**config.mk**
```make
export PLATFORM = sky130hd
export DESIGN_NAME = mem_port_arbiter_flat
export DESIGN_NICKNAME = d
export VERILOG_FILES = /design/src/rtl/mem_port_arbiter_if.sv /design/src/rtl/mem_port_arbiter.sv /design/src/flat_wrapper.sv
export SDC_FILE = /design/constraint.sdc
export NUM_CORES = 1
export LEC_CHECK = 0
export ABC_AREA = 1
export ABC_CLOCK_PERIOD_IN_PS = 1800
export BUFFER_PORTS_ARGS = -buffer_cell sky130_fd_sc_hd__buf_2
export CAP_MARGIN = 5
export CORE_ASPECT_RATIO = 1.75
export CORE_MARGIN = 3
export CORE_UTILIZATION = 45
export CTS_CLUSTER_DIAMETER = 50
export CTS_CLUSTER_SIZE = 20
export DETAILED_ROUTE_END_ITERATION = 12
export PLACE_DENSITY = 0.79
export SYNTH_ARGS = -nofsm -noshare
export SYNTH_HDL_FRONTEND = slang
export SYNTH_SLANG_ARGS = --single-unit
export TNS_END_PERCENT = 10
```
**constraint.sdc**
```tcl
create_clock -name clk -period 1.8 [get_ports clk]
set_clock_uncertainty 0.2 [all_clocks]
set_input_delay 0.09 -clock clk [delete_from_list [all_inputs] [get_ports clk]]
set_output_delay 0.09 -clock clk [all_outputs]
set_load 0.1 [all_outputs]
```
**src/rtl/mem_port_arbiter_if.sv**
```systemverilog
// Bundle of the fetch port, load/store port and shared memory port seen by mem_port_arbiter.
// slave = arbiter view; master = requesters plus memory (environment) view.
interface mem_port_arbiter_if #(
  parameter int AW = 32,
  parameter int DW = 32
);
  logic              inst_req;
  logic [AW-1:0]     inst_addr;
  logic [DW-1:0]     inst_rdata;
  logic              inst_ok;

  logic              data_req;
  logic [DW/8-1:0]   data_wen;
  logic [AW-1:0]     data_addr;
  logic [DW-1:0]     data_wdata;
  logic [DW-1:0]     data_rdata;
  logic              data_ok;

  logic              mem_req;
  logic [DW/8-1:0]   mem_wen;
  logic [AW-1:0]     mem_addr;
  logic [DW-1:0]     mem_wdata;
  logic              mem_addr_ok;
  logic              mem_data_ok;
  logic [DW-1:0]     mem_rdata;

  modport slave (
    input  inst_req, inst_addr,
    input  data_req, data_wen, data_addr, data_wdata,
    input  mem_addr_ok, mem_data_ok, mem_rdata,
    output inst_rdata, inst_ok,
    output data_rdata, data_ok,
    output mem_req, mem_wen, mem_addr, mem_wdata
  );

  modport master (
    output inst_req, inst_addr,
    output data_req, data_wen, data_addr, data_wdata,
    output mem_addr_ok, mem_data_ok, mem_rdata,
    input  inst_rdata, inst_ok,
    input  data_rdata, data_ok,
    input  mem_req, mem_wen, mem_addr, mem_wdata
  );
endinterface

```
**src/rtl/mem_port_arbiter.sv**
```systemverilog
// Shares one single-port memory between instruction fetch and load/store, one transaction at a time.
// Define ARB_ROUND_ROBIN_EN for alternating priority; default is fixed data-over-instruction priority.
module mem_port_arbiter #(
  parameter int AW = 32,
  parameter int DW = 32
) (
  input  logic               clk,
  input  logic               rst,
  mem_port_arbiter_if.slave  bus
);

  localparam logic [1:0] S_IDLE = 2'd0;
  localparam logic [1:0] S_ADDR = 2'd1;
  localparam logic [1:0] S_DATA = 2'd2;

  logic [1:0] state;
  logic       owner;       // 0 = inst, 1 = data
  logic       inst_elig;
  logic       data_elig;
  logic       grant;
  logic       grant_data;

  // A requester seeing its ok this cycle is about to drop; never re-grant it.
  always_comb begin
    inst_elig = bus.inst_req & ~bus.inst_ok;
    data_elig = bus.data_req & ~bus.data_ok;
    grant     = inst_elig | data_elig;
  end

`ifdef ARB_ROUND_ROBIN_EN
  logic prio_data;

  always_comb begin
    grant_data = data_elig & (~inst_elig | prio_data);
  end

  // Point at whichever requester did not win the latest grant.
  always_ff @(posedge clk) begin
    if (rst) begin
      prio_data <= 1'b1;
    end else if (state == S_IDLE && grant) begin
      prio_data <= ~grant_data;
    end
  end
`else
  always_comb begin
    grant_data = data_elig;
  end
`endif

  always_ff @(posedge clk) begin
    if (rst) begin
      state          <= S_IDLE;
      owner          <= 1'b0;
      bus.mem_req    <= 1'b0;
      bus.mem_wen    <= '0;
      bus.mem_addr   <= '0;
      bus.mem_wdata  <= '0;
      bus.inst_ok    <= 1'b0;
      bus.data_ok    <= 1'b0;
      bus.inst_rdata <= '0;
      bus.data_rdata <= '0;
    end else begin
      bus.inst_ok <= 1'b0;
      bus.data_ok <= 1'b0;
      case (state)
        S_IDLE: begin
          if (grant) begin
            state       <= S_ADDR;
            bus.mem_req <= 1'b1;
            owner       <= grant_data;
            if (grant_data) begin
              bus.mem_addr  <= bus.data_addr;
              bus.mem_wen   <= bus.data_wen;
              bus.mem_wdata <= bus.data_wdata;
            end else begin
              bus.mem_addr  <= bus.inst_addr;
              bus.mem_wen   <= '0;
              bus.mem_wdata <= '0;
            end
          end
        end
        S_ADDR: begin
          if (bus.mem_addr_ok) begin
            state       <= S_DATA;
            bus.mem_req <= 1'b0;
          end
        end
        S_DATA: begin
          // Completion is routed to the recorded owner even if its request has since dropped.
          if (bus.mem_data_ok) begin
            state <= S_IDLE;
            if (owner) begin
              bus.data_rdata <= bus.mem_rdata;
              bus.data_ok    <= 1'b1;
            end else begin
              bus.inst_rdata <= bus.mem_rdata;
              bus.inst_ok    <= 1'b1;
            end
          end
        end
        default: begin
          state       <= S_IDLE;
          bus.mem_req <= 1'b0;
        end
      endcase
    end
  end

endmodule

```
**src/flat_wrapper.sv**
```systemverilog
// flat-port wrapper written by rule: the top's interface ports become plain ports
module mem_port_arbiter_flat 
#(
  parameter int AW = 32,
  parameter int DW = 32
)
  (clk, rst, bus_inst_req, bus_inst_addr, bus_data_req, bus_data_wen, bus_data_addr, bus_data_wdata, bus_mem_addr_ok, bus_mem_data_ok, bus_mem_rdata, bus_inst_rdata, bus_inst_ok, bus_data_rdata, bus_data_ok, bus_mem_req, bus_mem_wen, bus_mem_addr, bus_mem_wdata);
  mem_port_arbiter_if #(.AW(AW), .DW(DW)) bus_i ();
  input  logic clk;
  input  logic rst;
  input wire logic [$bits(bus_i.inst_req)-1:0] bus_inst_req;
  input wire logic [$bits(bus_i.inst_addr)-1:0] bus_inst_addr;
  input wire logic [$bits(bus_i.data_req)-1:0] bus_data_req;
  input wire logic [$bits(bus_i.data_wen)-1:0] bus_data_wen;
  input wire logic [$bits(bus_i.data_addr)-1:0] bus_data_addr;
  input wire logic [$bits(bus_i.data_wdata)-1:0] bus_data_wdata;
  input wire logic [$bits(bus_i.mem_addr_ok)-1:0] bus_mem_addr_ok;
  input wire logic [$bits(bus_i.mem_data_ok)-1:0] bus_mem_data_ok;
  input wire logic [$bits(bus_i.mem_rdata)-1:0] bus_mem_rdata;
  output wire logic [$bits(bus_i.inst_rdata)-1:0] bus_inst_rdata;
  output wire logic [$bits(bus_i.inst_ok)-1:0] bus_inst_ok;
  output wire logic [$bits(bus_i.data_rdata)-1:0] bus_data_rdata;
  output wire logic [$bits(bus_i.data_ok)-1:0] bus_data_ok;
  output wire logic [$bits(bus_i.mem_req)-1:0] bus_mem_req;
  output wire logic [$bits(bus_i.mem_wen)-1:0] bus_mem_wen;
  output wire logic [$bits(bus_i.mem_addr)-1:0] bus_mem_addr;
  output wire logic [$bits(bus_i.mem_wdata)-1:0] bus_mem_wdata;
  assign bus_i.inst_req = bus_inst_req;
  assign bus_i.inst_addr = bus_inst_addr;
  assign bus_i.data_req = bus_data_req;
  assign bus_i.data_wen = bus_data_wen;
  assign bus_i.data_addr = bus_data_addr;
  assign bus_i.data_wdata = bus_data_wdata;
  assign bus_i.mem_addr_ok = bus_mem_addr_ok;
  assign bus_i.mem_data_ok = bus_mem_data_ok;
  assign bus_i.mem_rdata = bus_mem_rdata;
  assign bus_inst_rdata = bus_i.inst_rdata;
  assign bus_inst_ok = bus_i.inst_ok;
  assign bus_data_rdata = bus_i.data_rdata;
  assign bus_data_ok = bus_i.data_ok;
  assign bus_mem_req = bus_i.mem_req;
  assign bus_mem_wen = bus_i.mem_wen;
  assign bus_mem_addr = bus_i.mem_addr;
  assign bus_mem_wdata = bus_i.mem_wdata;
  mem_port_arbiter #(.AW(AW), .DW(DW)) u_core (.clk(clk), .rst(rst), .bus(bus_i));
endmodule
```
### Yosys cells after proc, flatten, opt, wreduce, memory -nomap -nowiden

Cells that the tools add are included.

| operators by class | value |
|---|---|
| eq/ne operators | 5 |
| bitwise gates (word level) | 8 |
| reductions and logical operators | 7 |
| multiplexer cells | 12 |

Operator list:

| kind | count |
|---|---|
| 32-bit two-way mux | 2 |
| 3-bit AND reduction | 4 |
| 2-bit two-way mux | 3 |
| 2-bit one-hot mux with 3 select lines | 1 |
| 1-bit inverter | 5 |
| 1-bit two-way mux | 4 |
| 4-bit two-way mux | 1 |
| 2-bit inequality test (second input constant) | 2 |
| 1-bit one-hot mux with 3 select lines | 1 |
| 3-bit OR reduction | 1 |
| 1-bit bitwise AND | 2 |
| 2-bit by 1-bit == test with 1-bit output (second input constant) | 1 |
| 2-bit == test (second input constant) | 1 |
| 2-bit logical NOT | 1 |
| 2-bit by 1-bit inequality test with 1-bit output (second input constant) | 1 |
| 2-bit AND reduction | 1 |
| 1-bit bitwise OR | 1 |

| storage, ports and cells | value |
|---|---|
| word-level logic and storage cells | 42 |
| bits of input ports | 138 |
| output and inout port bits | 135 |
| register bits | 138 |

### Depth between registers and ports, before layout

Gate-level depths: netlist of run 1.

| logic depth | value |
|---|---|
| word-level depth | 5 |
| depth in mapped cells | 8 |
| mapped depth without buffers | 7 |

### Worst setup path before layout of run 1

OpenSTA, ideal clock, no wires.

| timing path | value |
|---|---|
| path type | reg2reg |
| start | register u_core.bus.data_ok |
| end | register u_core.bus.mem_wdata[12] |
| arrival time | 1777 ps |
| library setup time | 132 ps |
| slack | -310 ps |
| buffers on the path | 2 |
| cell stages (with the launch flop) | 8 |
| cells stage by stage | dfxtp_1 inv_1 nand2_2 clkinv_1 buf_2 buf_4 nand3_1 a21oi_1 |

| on the way | value |
|---|---|
| word-level cells in the longest chain between the ends | 4 |
| elaborated cells between the ends (all ways) | 5 |

RTL lines:

| element | line | RTL |
|---|---|---|
| from (decl) | mem_port_arbiter_if.sv:32 | `output data_rdata, data_ok,` |
| from (signal assigned) | mem_port_arbiter.sv:60 | `bus.data_ok <= 1'b0;` |
| from (signal assigned) | mem_port_arbiter.sv:65 | `bus.data_ok <= 1'b0;` |
| from (signal assigned) | mem_port_arbiter.sv:95 | `bus.data_ok <= 1'b1;` |
| 1-bit inverter * | mem_port_arbiter.sv:26 | `data_elig = bus.data_req & ~bus.data_ok;` |
| 1-bit bitwise AND * | mem_port_arbiter.sv:26 |  |
| 1-bit bitwise OR | mem_port_arbiter.sv:27 | `grant = inst_elig \| data_elig;` |
| 2-bit AND reduction (no source line) | -- |  |
| to (signal assigned) | mem_port_arbiter.sv:75 | `bus.mem_wdata <= bus.data_wdata;` |
| to (decl) | mem_port_arbiter_if.sv:33 | `output mem_req, mem_wen, mem_addr, mem_wdata` |

Mark *: on every way between the ends. The rest lies on a longest branch, timed or not.
A chain may end at the register's enable or synchronous reset.

### Worst setup path after layout of run 1

| timing path | value |
|---|---|
| start | register u_core.state[1] |
| end | register u_core.bus.inst_rdata[23] |

| on the way | value |
|---|---|
| word-level cells in the longest chain between the ends | 2 |

RTL lines:

| element | line | RTL |
|---|---|---|
| from (decl) | mem_port_arbiter.sv:16 | `logic [1:0] state;` |
| from (signal assigned) | mem_port_arbiter.sv:53 | `state <= S_IDLE;` |
| from (signal assigned) | mem_port_arbiter.sv:69 | `state <= S_ADDR;` |
| from (signal assigned) | mem_port_arbiter.sv:85 | `state <= S_DATA;` |
| 2-bit == test | mem_port_arbiter.sv:66 | `case (state)` |
| 3-bit AND reduction (no source line) | -- |  |
| to (signal assigned) | mem_port_arbiter.sv:97 | `bus.inst_rdata <= bus.mem_rdata;` |
| to (decl) | mem_port_arbiter_if.sv:31 | `output inst_rdata, inst_ok,` |

Every way passes these cells.

==> results of run 1 <==
## cells in the mapped netlist
library cell / number / share of area [%]
sky130_fd_sc_hd__a21oi_1: 72 / 6.5
sky130_fd_sc_hd__buf_2: 21 / 1.9
sky130_fd_sc_hd__buf_4: 6 / 0.82
sky130_fd_sc_hd__buf_6: 1 / 0.20
sky130_fd_sc_hd__clkbuf_1: 31 / 2.1
sky130_fd_sc_hd__clkinv_1: 2 / 0.14
sky130_fd_sc_hd__dfxtp_1: 138 / 50
sky130_fd_sc_hd__inv_1: 35 / 2.4
sky130_fd_sc_hd__inv_2: 2 / 0.14
sky130_fd_sc_hd__nand2_1: 235 / 16
sky130_fd_sc_hd__nand2_2: 3 / 0.34
sky130_fd_sc_hd__nand3_1: 38 / 3.4
sky130_fd_sc_hd__nand4_1: 32 / 3.6
sky130_fd_sc_hd__nor2_1: 133 / 9.1
sky130_fd_sc_hd__nor2_4: 1 / 0.20
sky130_fd_sc_hd__o21ai_0: 33 / 3.0
## path summary, 6_finish.rpt
check                                                  to  slack [ps]  cells past startpoint
worst min register to register   u_core.bus.data_rdata[9]         260                      2
worst max-delay path            u_core.bus.inst_rdata[23]         170                      7
worst min-delay path                         u_core.owner          50                      6
worst max register to register  u_core.bus.inst_rdata[23]         170                      7
## worst min-delay path, delay by kind of cell
| kind | cells | cell delay (ps) |
|---|---|---|
| and+or+nand+nor | 2 | 150 |
| buffers and inverters | 3 | 310 |
| AOI/OAI and AO/OA | 1 | 60 |
## area by class of cell
type                    count  area [µm²]  share of cell area, %
flip-flops and latches    138        2770                   30.9
multi-input cells         547        2340                   26.2
clock buffers              19         453                   5.06
well taps                 162         203                   2.27
inverters                  39         146                   1.64
clock inverters            13         116                   1.30
repair buffers            425        2920                   32.7
## routing by layer
layer | wire length, µm | GRT usage, % | share of wire, % | vias to the layer above
met3 | 2330 | 10.6 | 10 | 125
met4 | 1540 | 21.4 | 6.9 | 0
met1 | 7380 | 31.4 | 33 | 3117
met5 | 0 | 0 | 0 | -
li1 | - | - | - | 3252
met2 | 11000 | 53.6 | 49 | 458
## cell usage in the layout (no fill, tap or decap)
| cell | n |
|---|---|
| sky130_fd_sc_hd__clkinvlp_4 | 3 |
| sky130_fd_sc_hd__a21oi_1 | 72 |
| sky130_fd_sc_hd__dlygate4sd3_1 | 135 |
| sky130_fd_sc_hd__clkbuf_8 | 2 |
| sky130_fd_sc_hd__dfxtp_2 | 2 |
| sky130_fd_sc_hd__buf_2 | 272 |
| sky130_fd_sc_hd__inv_1 | 35 |
| sky130_fd_sc_hd__clkinv_4 | 2 |
| sky130_fd_sc_hd__nand2_4 | 1 |
| sky130_fd_sc_hd__nand4_1 | 32 |
| sky130_fd_sc_hd__buf_4 | 12 |
| sky130_fd_sc_hd__inv_2 | 4 |
| sky130_fd_sc_hd__nand2_1 | 235 |
| sky130_fd_sc_hd__clkbuf_16 | 17 |
| sky130_fd_sc_hd__nand2_2 | 2 |
| sky130_fd_sc_hd__buf_12 | 6 |
| sky130_fd_sc_hd__nor2_1 | 132 |
| sky130_fd_sc_hd__bufinv_16 | 1 |
| sky130_fd_sc_hd__dfxtp_1 | 136 |
| sky130_fd_sc_hd__o21ai_0 | 33 |
| sky130_fd_sc_hd__nor2_4 | 2 |
| sky130_fd_sc_hd__clkinv_2 | 4 |
| sky130_fd_sc_hd__inv_6 | 3 |
| sky130_fd_sc_hd__nand3_1 | 38 |
## report_power, final
group          internal, W  switching, W
Sequential         0.00323     0.0000911
Combinational     0.000650       0.00192
Clock              0.00198       0.00137
Total              0.00585       0.00338
## through the flow
| step | hold slack [ps] | instance area (µm²) | total power, W |
|---|---|---|---|
| finish | 49.9 | 8950 | 0.00923 |
| global route | 80.4 | 8950 | 0.00956 |
| CTS | 48.8 | 8950 | 0.00919 |
| detailed placement | 162 | 7030 | 0.00563 |
| global placement | 156 | 7030 | 0.00561 |
| floorplan | 54.0 | 5520 | 0.00513 |
## sequential cells by signal (all words and copies together) (netlist names)
signal and flops:
u_core.bus.inst_rdata 32, u_core.bus.mem_req 1, u_core.bus.inst_ok 1, u_core.bus.mem_wen 4
u_core.bus.mem_wdata 32, u_core.owner 1, u_core.state 2, u_core.bus.data_ok 1
u_core.bus.data_rdata 32, u_core.bus.mem_addr 32
## timing repair
action                    4_1_cts  5_1_grt
hold endpoints to repair      136        0
hold buffers                  135        0
gates resized for setup         0        0
## cell families (layout without fill, tap and decap cells)
logic type      count (synthesis)  count (layout)  share of synthesized area, %
compound gates                105             105                          9.53
simple gates                  442             442                          32.7
flops                         138             138                          50.1
buf+inv                        98             496                          7.69
==> run summary, run 1 <==
========================================================================================================
Min-Delay Path Class ......................................................................    in -> reg
Post-CTS clock slew at the launch and capture registers of the worst setup and hold paths .        60 ps
Portion of the post-synthesis area used by sequential elements ............................        50.1%
Max_slew headroom .........................................................................        46.0%
Initial DRT Pass Iterations ...............................................................            5
Clock H-tree levels .......................................................................            4
Critical path launch point ................................................................ u_core.state[1]
Post-layout net count .....................................................................         1306
First-pass GRT wire length ................................................................      33.7 mm
Detailed-route wire length per cell .......................................................      16.6 µm
Maximum single-stage delay on the critical path ...........................................       420 ps
Synth Warn # ..............................................................................            0
Worst r2r src ............................................................................. u_core.state[1]
Start point of the worst hold path ........................................................ bus_data_req
Number of input and output port buffers inserted ..........................................          272
Number of antenna cells inserted ..........................................................            0
Via-to-Cell Ratio .........................................................................         5.18
Share of the cycle needed by the critical path after routing ..............................        90.4%
DRC viols .................................................................................            0
Post-Syn Instances ........................................................................          783
Largest net degree at the start of global routing .........................................           75
Buffer cell driving the clock tree root ................................................... sky130_fd_sc_hd__clkbuf_16
Delay-heaviest family, CP ................................................................. buffers and inverters
TritonCTS sink count ......................................................................          138
Inserted Clock Buffers ....................................................................           17
Site row count ............................................................................           52
Category of the worst setup path capture point ............................................    flip-flop
Number of hold-slack violations in the final timing report ................................            0
Critical-path maximum fanout ..............................................................           22
Placer Congestion .........................................................................        0.791
Initial antenna violation count ...........................................................            0
Pwr per Cell Area .........................................................................  1030 nW/µm²
Min Tclk post-route .......................................................................      1630 ps
Starting utilization of the core area .....................................................        46.8%
Syn Nets ..................................................................................          921
Post-route non-filler standard cell count .................................................         1343
Cells along the critical path ............................................................. inv_2 -> nor2_4 -> nand2_2 -> inv_2 -> buf_12 -> nor2_1 -> nor2_1
Proportion of layout cells with a drive suffix above 1 ....................................        28.2%
Total standard cell area after synthesis ..................................................     5510 µm²
Horiz. Die Dim ............................................................................      89.7 µm
Fill cell instance count of the final layout ..............................................          761
Max Root-Sink Buffers .....................................................................            2
Actual slew at the worst max-slew pin .....................................................       810 ps
Type of element launching the critical path ...............................................    flip-flop
Result of the run ......................................................................... complete, no violations
Via count of the first global-routing pass ................................................         6939
Clock latency at the later pin of the worst-skew pair .....................................       410 ps
I/O pins ..................................................................................          273
Half-perimeter wire length after placement ................................................      12.0 mm
Unrepaired setup endpoints after global routing ...........................................           no
Post-synthesis to final-layout area growth ................................................        62.2%
Flip-flop and latch count after synthesis .................................................          138
Number of placed cells counting well taps .................................................         1176
Number of buffers and inverters on the critical path ......................................            3
Die span in y .............................................................................       152 µm
Fmax achieved .............................................................................      615 MHz
Worst path slowest cell ................................................................... sky130_fd_sc_hd__dfxtp_1
CTS tree ..................................................................................         done
Setup TNS .................................................................................         0 ps
Die area ..................................................................................    13700 µm²
Antenna-violating nets left ...............................................................            0
Util after Layout .........................................................................        76.0%
Final Max Tran Viols ......................................................................            0
Avg Inst Size Synth .......................................................................     7.04 µm²
Minimum setup slack after placement .......................................................       224 ps
Number of buffers added for setup after CTS ...............................................            0
Via total after detailed routing ..........................................................         6952
Wirelength, routed ........................................................................      22.3 mm
Required time of the worst setup path .....................................................      1950 ps
Data arrival time of the critical path ....................................................      1770 ps
Overflow left after global routing ........................................................            0
Worst setup margin ........................................................................       173 ps
Worst setup path class ....................................................................   reg -> reg
Detailed router's first-iteration violation count .........................................          443
Max capacitance violation total ...........................................................            0
Core area .................................................................................    11800 µm²
Worst vdd rail ir drop ....................................................................     0.668 mV
Leakage power figure ......................................................................      4.39 nW
Global routing usage summed across all routing layers .....................................        31.7%
Setup-failing EPs final ...................................................................            0
Number of distinct standard cells referenced by the synthesized netlist ...................           16
========================================================================================================
Note: power is estimated with default switching activity, not from simulation.
==> inputs of run 2 (changes only) <==
==> constraint.sdc (replaced) <==
create_clock -name clk -period 1.8 [get_ports clk]
set_clock_uncertainty 0.2 [all_clocks]
set_input_delay 0.18 -clock clk [delete_from_list [all_inputs] [get_ports clk]]
set_output_delay 0.18 -clock clk [all_outputs]
set_load 0.1 [all_outputs]
==> run 2 against run 1 <==
Against the previous run:
- count of clock-buffer cells in the layout decreased by 1
- first-iteration DRC count increased by 12%
- sequential share of layout area decreased by 0.099 points
- global-route usage increased by 0.93 points
- sequential cell count unchanged
- cell area increased by 0.32%
- worst setup slack got worse by 51 ps
- critical path type unchanged
==> run summary, run 2 (synthesized netlist as in run 1, its figures left out) <==
========================================================================================================
CTS tree ..................................................................................         done
Proportion of layout cells with a drive suffix above 1 ....................................        28.2%   -0.037 points
Critical path launch point ................................................................ u_core.state[1]
Site row count ............................................................................           52   unchanged
Number of input and output port buffers inserted ..........................................          272   unchanged
Die area ..................................................................................    13700 µm²   unchanged
Met1 Wirelength ...........................................................................      7.51 mm   +1.7%
Initial DRT Pass Iterations ...............................................................            7   +2
Unrepaired setup endpoints after global routing ...........................................           no
Setup-failing EPs final ...................................................................            0   unchanged
I/O pins ..................................................................................          273   unchanged
Maximum single-stage delay on the critical path ...........................................       420 ps   about the same
Half-perimeter wire length after placement ................................................      12.0 mm   +0.36%
Required time of the worst setup path .....................................................      1880 ps   -70 ps
Most common cell after layout, fill and taps aside ........................................ sky130_fd_sc_hd__buf_2
Min-Delay Path Class ......................................................................    in -> reg
Amount of wire on met2 after detailed routing .............................................      11.3 mm   +2.2%
Starting utilization of the core area .....................................................        46.8%   unchanged
Placer Congestion .........................................................................        0.796   +0.72%
Post-cts repair resize count ..............................................................            0   unchanged
Fmax achieved .............................................................................      596 MHz   -3.0%
Antenna-violating nets left ...............................................................            0   unchanged
Initial antenna violation count ...........................................................            0   unchanged
Max capacitance violation total ...........................................................            0   unchanged
Clock H-tree levels .......................................................................            4   unchanged
Global routing usage summed across all routing layers .....................................        32.7%   +0.93 points
Wirelength, routed ........................................................................      22.5 mm   +1.0%
Highest layer used for signal routing .....................................................         met4
Worst setup path class ....................................................................   reg -> reg
First-pass GRT wire length ................................................................      35.0 mm   +4.1%
Clock latency at the later pin of the worst-skew pair .....................................       410 ps   about the same
Fill cell instance count of the final layout ..............................................          789   +3.7%
Worst vdd rail ir drop ....................................................................     0.706 mV   +5.6%
Overflow left after global routing ........................................................            0   unchanged
Worst path slowest cell ................................................................... sky130_fd_sc_hd__dfxtp_1
Start point of the worst hold path ........................................................          rst
Max_slew headroom .........................................................................        46.4%   +0.41 points
Data arrival time of the critical path ....................................................      1760 ps   about the same
Number of antenna cells inserted ..........................................................            0   unchanged
Cells along the critical path ............................................................. inv_2 -> nor2_4 -> nand2_2 -> buf_4 -> o21ai_0 -> nor2_1
Result of the run ......................................................................... complete, no violations
Leakage power figure ......................................................................      4.39 nW   +0.11%
Setup TNS .................................................................................         0 ps   unchanged
DRC viols .................................................................................            0   unchanged
Buffer cell driving the clock tree root ................................................... sky130_fd_sc_hd__clkbuf_16
Post-layout power .........................................................................    0.00946 W   +2.4%
Die span in y .............................................................................       152 µm   unchanged
Via-to-Cell Ratio .........................................................................         5.28   +2.0%
Number of buffers and inverters on the critical path ......................................            2   -1
Number of placed cells counting well taps .................................................         1176   unchanged
Util after Layout .........................................................................        76.2%   +0.24 points
Type of element launching the critical path ...............................................    flip-flop
Via total after detailed routing ..........................................................         7083   +1.9%
Worst r2r src ............................................................................. u_core.state[1]
Post-synthesis to final-layout area growth ................................................        62.8%
Top library cells by usage in the layout, fill and taps aside ............................. sky130_fd_sc_hd__buf_2, sky130_fd_sc_hd__nand2_1, sky130_fd_sc_hd__dfxtp_1
Final Max Tran Viols ......................................................................            0   unchanged
Wire length on met3 .......................................................................      2.16 mm   -7.4%
Pwr per Cell Area .........................................................................  1050 nW/µm²   +2.1%
Min Tclk post-route .......................................................................      1680 ps   +51.0 ps
Detailed-route wire length per cell .......................................................      16.8 µm   +1.2%
TritonCTS sink count ......................................................................          138   unchanged
Category of the worst setup path capture point ............................................    flip-flop
Delay-heaviest family, CP .................................................................   flip-flops
Actual slew at the worst max-slew pin .....................................................       803 ps   -6.19 ps
Max Root-Sink Buffers .....................................................................            2   unchanged
Detailed router's first-iteration violation count .........................................          498   +12%
Share of the cycle needed by the critical path after routing ..............................        93.2%   +2.8 points
Post-CTS clock slew at the launch and capture registers of the worst setup and hold paths .        60 ps   about the same
Core area .................................................................................    11800 µm²   unchanged
Number of hold-slack violations in the final timing report ................................            0   unchanged
Horiz. Die Dim ............................................................................      89.7 µm   unchanged
Inserted Clock Buffers ....................................................................           17   unchanged
Critical-path maximum fanout ..............................................................           24   +9.1%
Via count of the first global-routing pass ................................................         7221   +4.1%
Largest net degree at the start of global routing .........................................           75   unchanged
Post-route non-filler standard cell count .................................................         1341   -0.15%
Post-layout net count .....................................................................         1305   -0.077%
Number of buffers added for setup after CTS ...............................................            0   unchanged
========================================================================================================
run 2: routing by layer:
layer | vias up | track usage (%)
li1 | 3254 | -
met2 | 484 | 54.4
met3 | 139 | 11.1
met4 | 0 | 21.7
met1 | 3206 | 33.0
met5 | - | 0
run 2: path summary, 6_finish.rpt:
check / endpoint / slack (ps) / cells after the start
worst min register to register: u_core.bus.data_rdata[22] / 260 / 2
worst max register to register: u_core.bus.inst_rdata[13] / 120 / 6
worst max-delay path: u_core.bus.inst_rdata[13] / 120 / 6
worst min-delay path: u_core.bus.inst_rdata[26] / 90 / 4
run 2: stage by stage:
step	hold WS (ps)	area, µm²	worst slack [ps]
finish	92.7	8970	122
global route	113	8970	7.45
detailed placement	249	7030	232
floorplan	144	5520	18.8
CTS	62.1	8970	202
global placement	245	7030	290
run 2: final cells by class:
cell class              count  area (µm²)  area share (%)
clock buffers              18         439            4.89
flip-flops and latches    138        2770            30.8
clock inverters            13         169            1.88
repair buffers            424        2910            32.5
well taps                 162         203            2.26
multi-input cells         547        2340            26.1
inverters                  39         146            1.63
run 2: power breakdown:
group	total, W	switching (W)	internal [W]	leakage (nW)
Combinational	0.00258	0.00193	0.000648	2.98
Clock	0.00356	0.00134	0.00222	0.285
Sequential	0.00332	0.0000952	0.00323	1.13
Total	0.00946	0.00336	0.00610	4.39
run 2: repair_timing:
action                                  4_1_cts  5_1_grt
hold endpoints to repair                    135        0
endpoints found under the setup margin        0        0
hold buffers                                134        0
run 2: tightest hold or removal path: cells and delay by family:
family	cells	cell delay, ps
and+or+nand+nor	1	50
AOI/OAI and AO/OA	1	140
buffers and inverters	2	280
